`config.mk`:
```
export PLATFORM = sky130hd
export DESIGN_NAME = pixel_ray_issuer_flat
export DESIGN_NICKNAME = d
export VERILOG_FILES = /design/src/rtl/pixel_ray_issuer_if.sv /design/src/rtl/pixel_ray_issuer.sv /design/src/flat_wrapper.sv
export SDC_FILE = /design/constraint.sdc
export NUM_CORES = 2
export LEC_CHECK = 0
export ABC_AREA = 1
export BUFFER_PORTS_ARGS = -buffer_cell sky130_fd_sc_hd__buf_2
export CAP_MARGIN = 25
export CORE_MARGIN = 4
export CORE_UTILIZATION = 25
export CTS_BUF_LIST = sky130_fd_sc_hd__clkbuf_2
export DETAILED_ROUTE_END_ITERATION = 8
export REMOVE_ABC_BUFFERS = 1
export SLEW_MARGIN = 10
export SYNTH_ARGS = -nofsm -noshare
export SYNTH_HDL_FRONTEND = slang
export SYNTH_SLANG_ARGS = --single-unit
```
`constraint.sdc`:
```
create_clock -name clk_in -period 7.1 [get_ports clk_in]
set_clock_uncertainty 0.1 [all_clocks]
set_input_delay 0 -clock clk_in [delete_from_list [all_inputs] [get_ports clk_in]]
set_output_delay 0 -clock clk_in [all_outputs]
set_load 0.02 [all_outputs]
```
`src/rtl/pixel_ray_issuer_if.sv`:
```
// Bus bundle for pixel_ray_issuer.
//  Issue side : x_out / y_out / issue_valid_out   -> eye_to_pixel
//  Return side: dir_x_in / dir_y_in / dir_z_in / dir_valid_in <- eye_to_pixel
//  Ray side   : ray_* / ray_valid_out / ray_ready_in (valid/ready to consumer)
// master = the issuer, slave = its environment.
interface pixel_ray_issuer_if;
  logic [10:0] x_out;
  logic [9:0]  y_out;
  logic        issue_valid_out;
  logic [31:0] dir_x_in;
  logic [31:0] dir_y_in;
  logic [31:0] dir_z_in;
  logic        dir_valid_in;
  logic [10:0] ray_x_out;
  logic [9:0]  ray_y_out;
  logic [31:0] ray_dir_x_out;
  logic [31:0] ray_dir_y_out;
  logic [31:0] ray_dir_z_out;
  logic        ray_valid_out;
  logic        ray_ready_in;

  modport master (
    output x_out, y_out, issue_valid_out,
    input  dir_x_in, dir_y_in, dir_z_in, dir_valid_in,
    output ray_x_out, ray_y_out, ray_dir_x_out, ray_dir_y_out, ray_dir_z_out, ray_valid_out,
    input  ray_ready_in
  );

  modport slave (
    input  x_out, y_out, issue_valid_out,
    output dir_x_in, dir_y_in, dir_z_in, dir_valid_in,
    input  ray_x_out, ray_y_out, ray_dir_x_out, ray_dir_y_out, ray_dir_z_out, ray_valid_out,
    output ray_ready_in
  );
endinterface

```
`src/rtl/pixel_ray_issuer.sv`:
```
// pixel_ray_issuer
//  Raster-scans one frame of pixel coordinates into a fixed-latency direction
//  pipeline, re-pairs each returned direction with the coordinate that produced
//  it (tag FIFO) and presents (x, y, dir) rays on a valid/ready handshake.
//  Issue is credit-limited so every pixel in flight has a result slot waiting.
// Ports
//  clk_in, rst_in    clock, synchronous active-high reset
//  start_in          begin a frame (only looked at in IDLE)
//  bus (master)      issue bus, direction return bus, ray output handshake
//  busy_out          frame in progress
//  frame_done_out    one-cycle pulse once the last ray of the frame is accepted
//  sync_err_out      sticky: a direction returned with no pixel outstanding
module pixel_ray_issuer #(
  parameter int H_PIXELS = 320,
  parameter int V_PIXELS = 180,
  parameter int DEPTH    = 16
) (
  input  logic               clk_in,
  input  logic               rst_in,
  input  logic               start_in,
  pixel_ray_issuer_if.master bus,
  output logic               busy_out,
  output logic               frame_done_out,
  output logic               sync_err_out
);
  localparam int AW    = $clog2(DEPTH);
  localparam int CW    = AW + 1;
  localparam int TAG_W = 21;
  localparam int RES_W = TAG_W + 96;
  localparam logic [CW-1:0] CRED_FULL = CW'(DEPTH);
  localparam logic [10:0]   X_LAST    = 11'(H_PIXELS - 1);
  localparam logic [9:0]    Y_LAST    = 10'(V_PIXELS - 1);

  typedef enum logic [1:0] {IDLE, SCAN, DRAIN} state_t;

  state_t            state_q, state_d;
  logic [10:0]       x_p0;
  logic [9:0]        y_p0;
  logic              vld_p0;
  logic              done_d;
  logic [CW-1:0]     credits;

  logic [TAG_W-1:0]  tag_mem [DEPTH];
  logic [AW-1:0]     tag_wr, tag_rd;
  logic [CW-1:0]     tag_cnt;
  logic [RES_W-1:0]  res_mem [DEPTH];
  logic [AW-1:0]     res_wr, res_rd;
  logic [CW-1:0]     res_cnt;

  logic              tag_pop, sync_hit, ray_valid, ray_fire;
  logic [RES_W-1:0]  head;

  // Credits saturate at both ends; a simultaneous take and give cancel out.
  function automatic logic [CW-1:0] credit_next(input logic [CW-1:0] c,
                                                input logic take, input logic give);
    logic [CW-1:0] r;
    r = c;
    if (take && !give && c != '0)
      r = c - CW'(1);
    else if (give && !take && c != CRED_FULL)
      r = c + CW'(1);
    return r;
  endfunction

  assign tag_pop   = bus.dir_valid_in && (tag_cnt != '0);
  assign sync_hit  = bus.dir_valid_in && (tag_cnt == '0);
  assign ray_valid = (res_cnt != '0);
  assign ray_fire  = ray_valid && bus.ray_ready_in;
  assign head      = res_mem[res_rd];
  assign busy_out  = (state_q != IDLE);

  // Stage p0: frame sequencing and credit-gated issue decision
  always_comb begin
    state_d = state_q;
    vld_p0  = 1'b0;
    done_d  = 1'b0;
    case (state_q)
      IDLE:  if (start_in) state_d = SCAN;
      SCAN: begin
        if (credits != '0) begin
          vld_p0 = 1'b1;
          if (x_p0 == X_LAST && y_p0 == Y_LAST) state_d = DRAIN;
        end
      end
      DRAIN: begin
        if (credits == CRED_FULL) begin
          done_d  = 1'b1;
          state_d = IDLE;
        end
      end
      default: state_d = IDLE;
    endcase
  end

  always_ff @(posedge clk_in) begin
    if (rst_in) begin
      state_q             <= IDLE;
      x_p0                <= '0;
      y_p0                <= '0;
      credits             <= CRED_FULL;
      bus.x_out           <= '0;
      bus.y_out           <= '0;
      bus.issue_valid_out <= 1'b0;
      frame_done_out      <= 1'b0;
      sync_err_out        <= 1'b0;
      tag_wr              <= '0;
      tag_rd              <= '0;
      tag_cnt             <= '0;
      res_wr              <= '0;
      res_rd              <= '0;
      res_cnt             <= '0;
    end else begin
      state_q             <= state_d;
      frame_done_out      <= done_d;
      bus.issue_valid_out <= vld_p0;
      credits             <= credit_next(credits, vld_p0, ray_fire);

      if (state_q == IDLE && start_in) begin
        x_p0         <= '0;
        y_p0         <= '0;
        sync_err_out <= 1'b0;
      end else if (vld_p0) begin
        bus.x_out <= x_p0;
        bus.y_out <= y_p0;
        if (x_p0 == X_LAST) begin
          x_p0 <= '0;
          y_p0 <= y_p0 + 10'd1;
        end else begin
          x_p0 <= x_p0 + 11'd1;
        end
      end

      // A direction with nothing outstanding is dropped and flagged.
      if (sync_hit) sync_err_out <= 1'b1;

      if (vld_p0)  tag_wr <= tag_wr + AW'(1);
      if (tag_pop) tag_rd <= tag_rd + AW'(1);
      case ({vld_p0, tag_pop})
        2'b10:   tag_cnt <= tag_cnt + CW'(1);
        2'b01:   tag_cnt <= tag_cnt - CW'(1);
        default: tag_cnt <= tag_cnt;
      endcase

      if (tag_pop)  res_wr <= res_wr + AW'(1);
      if (ray_fire) res_rd <= res_rd + AW'(1);
      case ({tag_pop, ray_fire})
        2'b10:   res_cnt <= res_cnt + CW'(1);
        2'b01:   res_cnt <= res_cnt - CW'(1);
        default: res_cnt <= res_cnt;
      endcase
    end
  end

  // Stage p1: tag capture on issue, tag+direction pairing on return
  always_ff @(posedge clk_in) begin
    if (vld_p0)  tag_mem[tag_wr] <= {x_p0, y_p0};
    if (tag_pop) res_mem[res_wr] <= {tag_mem[tag_rd], bus.dir_x_in, bus.dir_y_in, bus.dir_z_in};
  end

  // Stage p2: show-ahead head of the result FIFO, zeroed while empty
  assign bus.ray_valid_out = ray_valid;
  assign bus.ray_x_out     = ray_valid ? head[116:106] : '0;
  assign bus.ray_y_out     = ray_valid ? head[105:96]  : '0;
  assign bus.ray_dir_x_out = ray_valid ? head[95:64]   : '0;
  assign bus.ray_dir_y_out = ray_valid ? head[63:32]   : '0;
  assign bus.ray_dir_z_out = ray_valid ? head[31:0]    : '0;
endmodule

```
`src/flat_wrapper.sv`:
```
// flat-port wrapper written by rule: the top's interface ports become plain ports
module pixel_ray_issuer_flat 
#(
  parameter int H_PIXELS = 320,
  parameter int V_PIXELS = 180,
  parameter int DEPTH    = 16
)
  (clk_in, rst_in, start_in, busy_out, frame_done_out, sync_err_out, bus_x_out, bus_y_out, bus_issue_valid_out, bus_dir_x_in, bus_dir_y_in, bus_dir_z_in, bus_dir_valid_in, bus_ray_x_out, bus_ray_y_out, bus_ray_dir_x_out, bus_ray_dir_y_out, bus_ray_dir_z_out, bus_ray_valid_out, bus_ray_ready_in);
  pixel_ray_issuer_if bus_i ();
  input  logic clk_in;
  input  logic rst_in;
  input  logic start_in;
  output logic busy_out;
  output logic frame_done_out;
  output logic sync_err_out;
  output wire logic [$bits(bus_i.x_out)-1:0] bus_x_out;
  output wire logic [$bits(bus_i.y_out)-1:0] bus_y_out;
  output wire logic [$bits(bus_i.issue_valid_out)-1:0] bus_issue_valid_out;
  input wire logic [$bits(bus_i.dir_x_in)-1:0] bus_dir_x_in;
  input wire logic [$bits(bus_i.dir_y_in)-1:0] bus_dir_y_in;
  input wire logic [$bits(bus_i.dir_z_in)-1:0] bus_dir_z_in;
  input wire logic [$bits(bus_i.dir_valid_in)-1:0] bus_dir_valid_in;
  output wire logic [$bits(bus_i.ray_x_out)-1:0] bus_ray_x_out;
  output wire logic [$bits(bus_i.ray_y_out)-1:0] bus_ray_y_out;
  output wire logic [$bits(bus_i.ray_dir_x_out)-1:0] bus_ray_dir_x_out;
  output wire logic [$bits(bus_i.ray_dir_y_out)-1:0] bus_ray_dir_y_out;
  output wire logic [$bits(bus_i.ray_dir_z_out)-1:0] bus_ray_dir_z_out;
  output wire logic [$bits(bus_i.ray_valid_out)-1:0] bus_ray_valid_out;
  input wire logic [$bits(bus_i.ray_ready_in)-1:0] bus_ray_ready_in;
  assign bus_x_out = bus_i.x_out;
  assign bus_y_out = bus_i.y_out;
  assign bus_issue_valid_out = bus_i.issue_valid_out;
  assign bus_i.dir_x_in = bus_dir_x_in;
  assign bus_i.dir_y_in = bus_dir_y_in;
  assign bus_i.dir_z_in = bus_dir_z_in;
  assign bus_i.dir_valid_in = bus_dir_valid_in;
  assign bus_ray_x_out = bus_i.ray_x_out;
  assign bus_ray_y_out = bus_i.ray_y_out;
  assign bus_ray_dir_x_out = bus_i.ray_dir_x_out;
  assign bus_ray_dir_y_out = bus_i.ray_dir_y_out;
  assign bus_ray_dir_z_out = bus_i.ray_dir_z_out;
  assign bus_ray_valid_out = bus_i.ray_valid_out;
  assign bus_i.ray_ready_in = bus_ray_ready_in;
  pixel_ray_issuer #(.H_PIXELS(H_PIXELS), .V_PIXELS(V_PIXELS), .DEPTH(DEPTH)) u_core (.clk_in(clk_in), .rst_in(rst_in), .start_in(start_in), .bus(bus_i), .busy_out(busy_out), .frame_done_out(frame_done_out), .sync_err_out(sync_err_out));
endmodule
```
# == Word level (Yosys, flattened, before mapping) ==
# Memory sizes are Yosys's and may differ from the RTL's. A register that Yosys moved wholly into a read port is not among the register bits.
# Index checks and enable logic that the tools add are counted.
# word_totals
n_memories,2
in_bits,101
wordCells,99
ram_bits,2208
ff_bits,78
# op_classes
n_bitwise,2
eq_ne,14
mux,28
n_reduce_logical,26
addsub,12
# mem_list
name,depth,word_bits,read_ports,rd_clocked_by_memory_dff,write_ports,line,source
u_core.res_mem,16,117,1,1,1,pixel_ray_issuer.sv:46,logic [RES_W-1:0] res_mem [DEPTH];
u_core.tag_mem,16,21,1,1,1,pixel_ray_issuer.sv:43,logic [TAG_W-1:0] tag_mem [DEPTH];
# op_table
cell,n
32-bit 2-to-1 mux,3
11-bit 2-to-1 mux,2
5-bit one-hot mux with 2 select lines,2
"4-bit by 1-bit adder with 4-bit output, second input constant",4
4-bit 2-to-1 mux,4
"5-bit by 1-bit adder with 5-bit output, second input constant",3
5-bit nonzero test,3
"5-bit by 1-bit subtractor with 5-bit output, second input constant",3
"11-bit by 1-bit adder with 11-bit output, second input constant",1
"11-bit by 9-bit equality test with 1-bit output, second input constant",1
"10-bit by 1-bit adder with 10-bit output, second input constant",1
"10-bit by 8-bit equality test with 1-bit output, second input constant",1
10-bit 2-to-1 mux,1
5-bit 2-to-1 mux,2
2-bit nonzero test,5
1-bit logical AND,9
1-bit 2-to-1 mux,9
2-bit 2-to-1 mux,4
"2-bit by 1-bit equality test with 1-bit output, second input constant",3
"2-bit equality test, second input constant",3
"2-bit by 1-bit inequality test with 1-bit output, second input constant",3
2-bit one-hot mux with 3 select lines,1
"5-bit equality test, second input constant",1
5-bit logical NOT,1
other kinds (8),12

# == Longest topological paths before layout ==
# logic_depth
depth_word,8
mapped_depth,16
ltp_nobuf,15

# == Worst setup path after synthesis ==
# OpenSTA, ideal clock, no wires.
# synth_path
kind,reg2reg
startpoint,register u_core.tag_cnt[1]
endpoint,memory u_core.res_mem[0][0] in the netlist's numbering (enable)
required_ns,6.406
synth_period_minus_slack_ns,6.509
path_buffers,0
arrival_time_ns,5.815
slack_ns,0.591
setup_ns,0.594
path_stages_with_launch,7
path_cell_list,dfxtp_1 -> nor2_1 -> nand3_1 -> nand2_1 -> inv_1 -> nand2_1 -> nor2_1
# synth_via
elab_chain_cells,4
# synth_rtl
element,line,source
start: declaration,pixel_ray_issuer.sv:45,logic [CW-1:0] tag_cnt;
start signal: assignment,pixel_ray_issuer.sv:139,2'b10: tag_cnt <= tag_cnt + CW'(1);
start signal: assignment,pixel_ray_issuer.sv:140,2'b01: tag_cnt <= tag_cnt - CW'(1);
start signal: assignment,pixel_ray_issuer.sv:141,default: tag_cnt <= tag_cnt;
5-bit nonzero test,pixel_ray_issuer.sv:65,assign tag_pop = bus.dir_valid_in && (tag_cnt != '0);
1-bit logical AND,pixel_ray_issuer.sv:65,
via u_core.tag_pop,pixel_ray_issuer.sv:50,"logic tag_pop, sync_hit, ray_valid, ray_fire;"
1-bit 2-to-1 mux,pixel_ray_issuer.sv:157,"if (tag_pop) res_mem[res_wr] <= {tag_mem[tag_rd], bus.dir_x_in, bus.dir_y_in, bus.dir_z_in};"
1-bit 2-to-1 mux (implied by the code),pixel_ray_issuer.sv:157,
end: declaration,pixel_ray_issuer.sv:46,
# The timed path passes the listed nets, and every way through them passes these cells.

==> flow_summary.yaml <==
clock_tree:
  cts-hold-fix-buffers: 404
  cts_htree_levels: 6
  post_cts_resize_count: 0
  cts_buffer_depth: 4
  clk_root_buffer_cell: "sky130_fd_sc_hd__clkbuf_2"
  tritoncts: "built"
  post-cts-setup-buffer-count: 0
  clkSinkCount: 2294
  numCtsBuffers: 585
  clock_latency_ns: 2.05
  worst_setup_hold_path_clk_slew_ns: 0.10
worst_setup_path:
  critical_path.endpoint_type: "output port"
  timing_worst_setup_path_type: "reg -> out"
  crit_path_max_fanout: 228
  cpPeakStageDelay_ns: 0.90
  cp_cell_sequence: "buf_12, buf_4, buf_12, nor2_1, nor2_1, o21ai_0, o211ai_1, nand3_1, a21oi_1, buf_2"
  ff2ff_setup_slack_ns: 3.12
  cp_data_arrival_time_ns: 6.44
  critical_path_required_ns: 7.00
  cp_slowest_cell: "sky130_fd_sc_hd__buf_4"
  worst_setup_path_start_kind: "flip-flop"
finish:
  drive_gt1_share_pct: 15.7
  synthToLayoutAreaGrowth_pct: 17.4
  nNetsFinal: 7857
detailed_routing:
  wl_per_cell_um: 20.1
  detailedRoute.firstPassIterationCount: 7
  initialDrtViolationCount: 5886
  drcViolationCount: 0
  post_drt_via_cell_ratio: 4.71
  vias: 60946
  postRouteWirelength_um: 260000
  antenna_violating_nets_post_route: 0
timing:
  rsz0062_at_grt: "no"
  final.min_clock_period_ns: 6.54
  finalHoldViolations: 0
  timing.max_slew.rel_slack_pct: -4.85
  min_period_over_period_pct: 92.1
  finalMaxSlewViolations: 45
  setup_ws_ns: 0.559
  setup-violations-final: 0
  tightest_slew_ns: 1.57
  maximum_frequency_from_static_timing_analysis_ghz: 0.153
synth:
  postSynthAreaPerCell_um2: 13.1
  ys_seq_area_share_pct: 75.4
  synthesis.area_um2: 90300
  synth_compound_area_share_pct: 12.2
  synthDominantAreaCellType: "sky130_fd_sc_hd__edfxtp_1"
  synth_cell_type_count: 38
  synth.area.top_cells: "sky130_fd_sc_hd__edfxtp_1, sky130_fd_sc_hd__nor2_1, sky130_fd_sc_hd__o21ai_0"
  yosysWarningCount: 0
  synth.mux.area_fraction_pct: 0
  synth_top_family_by_area: "compound AO/OA/AOI/OAI gates"
  area_share_of_and_or_nand_nor_cells_after_synthesis_pct: 9.19
  yosys.area_share.xor_xnor_pct: 0.116
  synth-seq-cells: 2294
  library_cell_with_the_highest_instance_count_after_synthesis: "sky130_fd_sc_hd__edfxtp_1"
  synth_cells: 6884
  synth_ff_type: "sky130_fd_sc_hd__edfxtp_1"
  adder_and_majority_cell_fraction_of_the_synthesized_area_pct: 0.385
  ys_top_cells_by_count: "sky130_fd_sc_hd__edfxtp_1, sky130_fd_sc_hd__nor2_1, sky130_fd_sc_hd__o21ai_0"
  synth_async_sr_flop_share_pct: 0
  number_of_enable_flip_flop_cells_after_synthesis: 2208
  netlist.area_leader.share_pct: 73.5
placed_design:
  port_buffers: 243
  hpwl_um: 123000
  globalplace.congestion: 0.735
  placement.setup.worst_slack_ns: 2.68
floorplanning:
  design.die.area_um2: 371000
  initial_utilization_pct: 25.1
  die_height_um: 609
  ioPinCount: 244
  placeableCoreArea_um2: 359000
  die-width_um: 609
  num_rows: 220
grt:
  grt.total_usage_pct: 13.3
  number_of_global_route_vias_before_repair: 60469
  grt_pass1_wl_um: 381000
  pin_count_of_the_biggest_net_entering_global_routing: 256
  globalRouteOverflowTotal: 0
  grt_antenna_before_repair: 15
status:
  violations: "slew limit"
  status: "finished, violations left"
worst_hold_path:
  worst_hold_path_type: "in -> reg"
pwr:
  power.density_cell_area_nw_per_um2: 325
  cellLeakagePower_uw: 0.0344
  total_power_uw: 34400
  power.ir.vdd_worst_mv: 0.350
flow_run:
  cap_viol_max_count: 0
cells in the final DEF, fill, tap and decap left out, drive strengths merged, types with 101 or more instances in the layout:
| master | count |
|---|---|
| edfxtp | 2208 |
| nor2 | 1678 |
| o21ai | 1154 |
| clkbuf | 808 |
| o211ai | 487 |
| dlygate4sd3 | 402 |
| buf | 334 |
| nand3 | 286 |
| a21oi | 169 |
| clkinv | 165 |
| inv | 101 |
power breakdown:
group	switching, uW	leakage (uW)	internal, uW
clock	5510	0.00395	3460
sequential	324	0.0206	15800
combinational	6790	0.00987	2510
total	12600	0.0344	21800
metrics by stage:
step	cell area [um2]	TNS [ns]	util [%]	std cells	hold WS, ns
5_1_grt	106000	0	29.5	12937	0.0924
2_1_floorplan	88100	-3227.68	-	6407	-0.0309
6_report	106000	0	29.5	12940	0.354
3_5_place_dp	96500	0	26.9	11507	0.260
3_3_place_gp	96400	0	26.8	11505	0.253
4_1_cts	106000	0	29.5	12927	0.00587
cells by family after synthesis:
family                     Yosys count
xor gates and xnor gates            12
buffers and inverters              556
and+or+nand+nor                   2093
AOI/OAI and AO/OA                 1903
adders and majority gates           26
DFF                               2294
critical path: cells and delay by family (launching register included):
kind	cells	cell delay, ns
simple gates	3	0.37
compound gates	3	0.67
buf+inv	4	2.49
flops	1	0.43
layout make-up:
| class | instances | area, um2 |
|---|---|---|
| fill | 36132 | 253000 |
| timing repair buffer | 736 | 6280 |
| sequential | 2294 | 68000 |
| multi-input combinational | 4034 | 20000 |
| tap | 4773 | 5970 |
| clock inverter | 208 | 1260 |
| inverter | 79 | 340 |
| clock buffer | 808 | 4040 |
| antenna | 8 | 20.0 |
path summary, 6_finish.rpt:
kind	start	end	depth (start not counted)
setup reg to reg	u_core.tag_cnt[1]	u_core.res_mem[5][43]	8
hold reg to reg	u_core.tag_rd[3]	flip-flop	2
setup / recovery	flip-flop	bus_ray_dir_y_out[0]	10
hold / removal	bus_dir_y_in[26]	u_core.res_mem[0][58]	4
metal layers:
layer  GRT usage (%)  part of all wire, %
met1            17.1                   41
met2            22.4                   48
met3            2.66                  7.3
met4            4.82                  2.9
met5               0                0.016
state kept, by name, indices dropped and copies added (netlist names), 5 cells and up, named ones only:
signal,flops
u_core.res_mem,1872
u_core.tag_mem,336
u_core.bus.x_out,11
u_core.x_p0,11
u_core.bus.y_out,10
u_core.y_p0,10
u_core.credits,5
u_core.res_cnt,5
u_core.tag_cnt,5
Note: power is estimated with default switching activity, not from simulation.
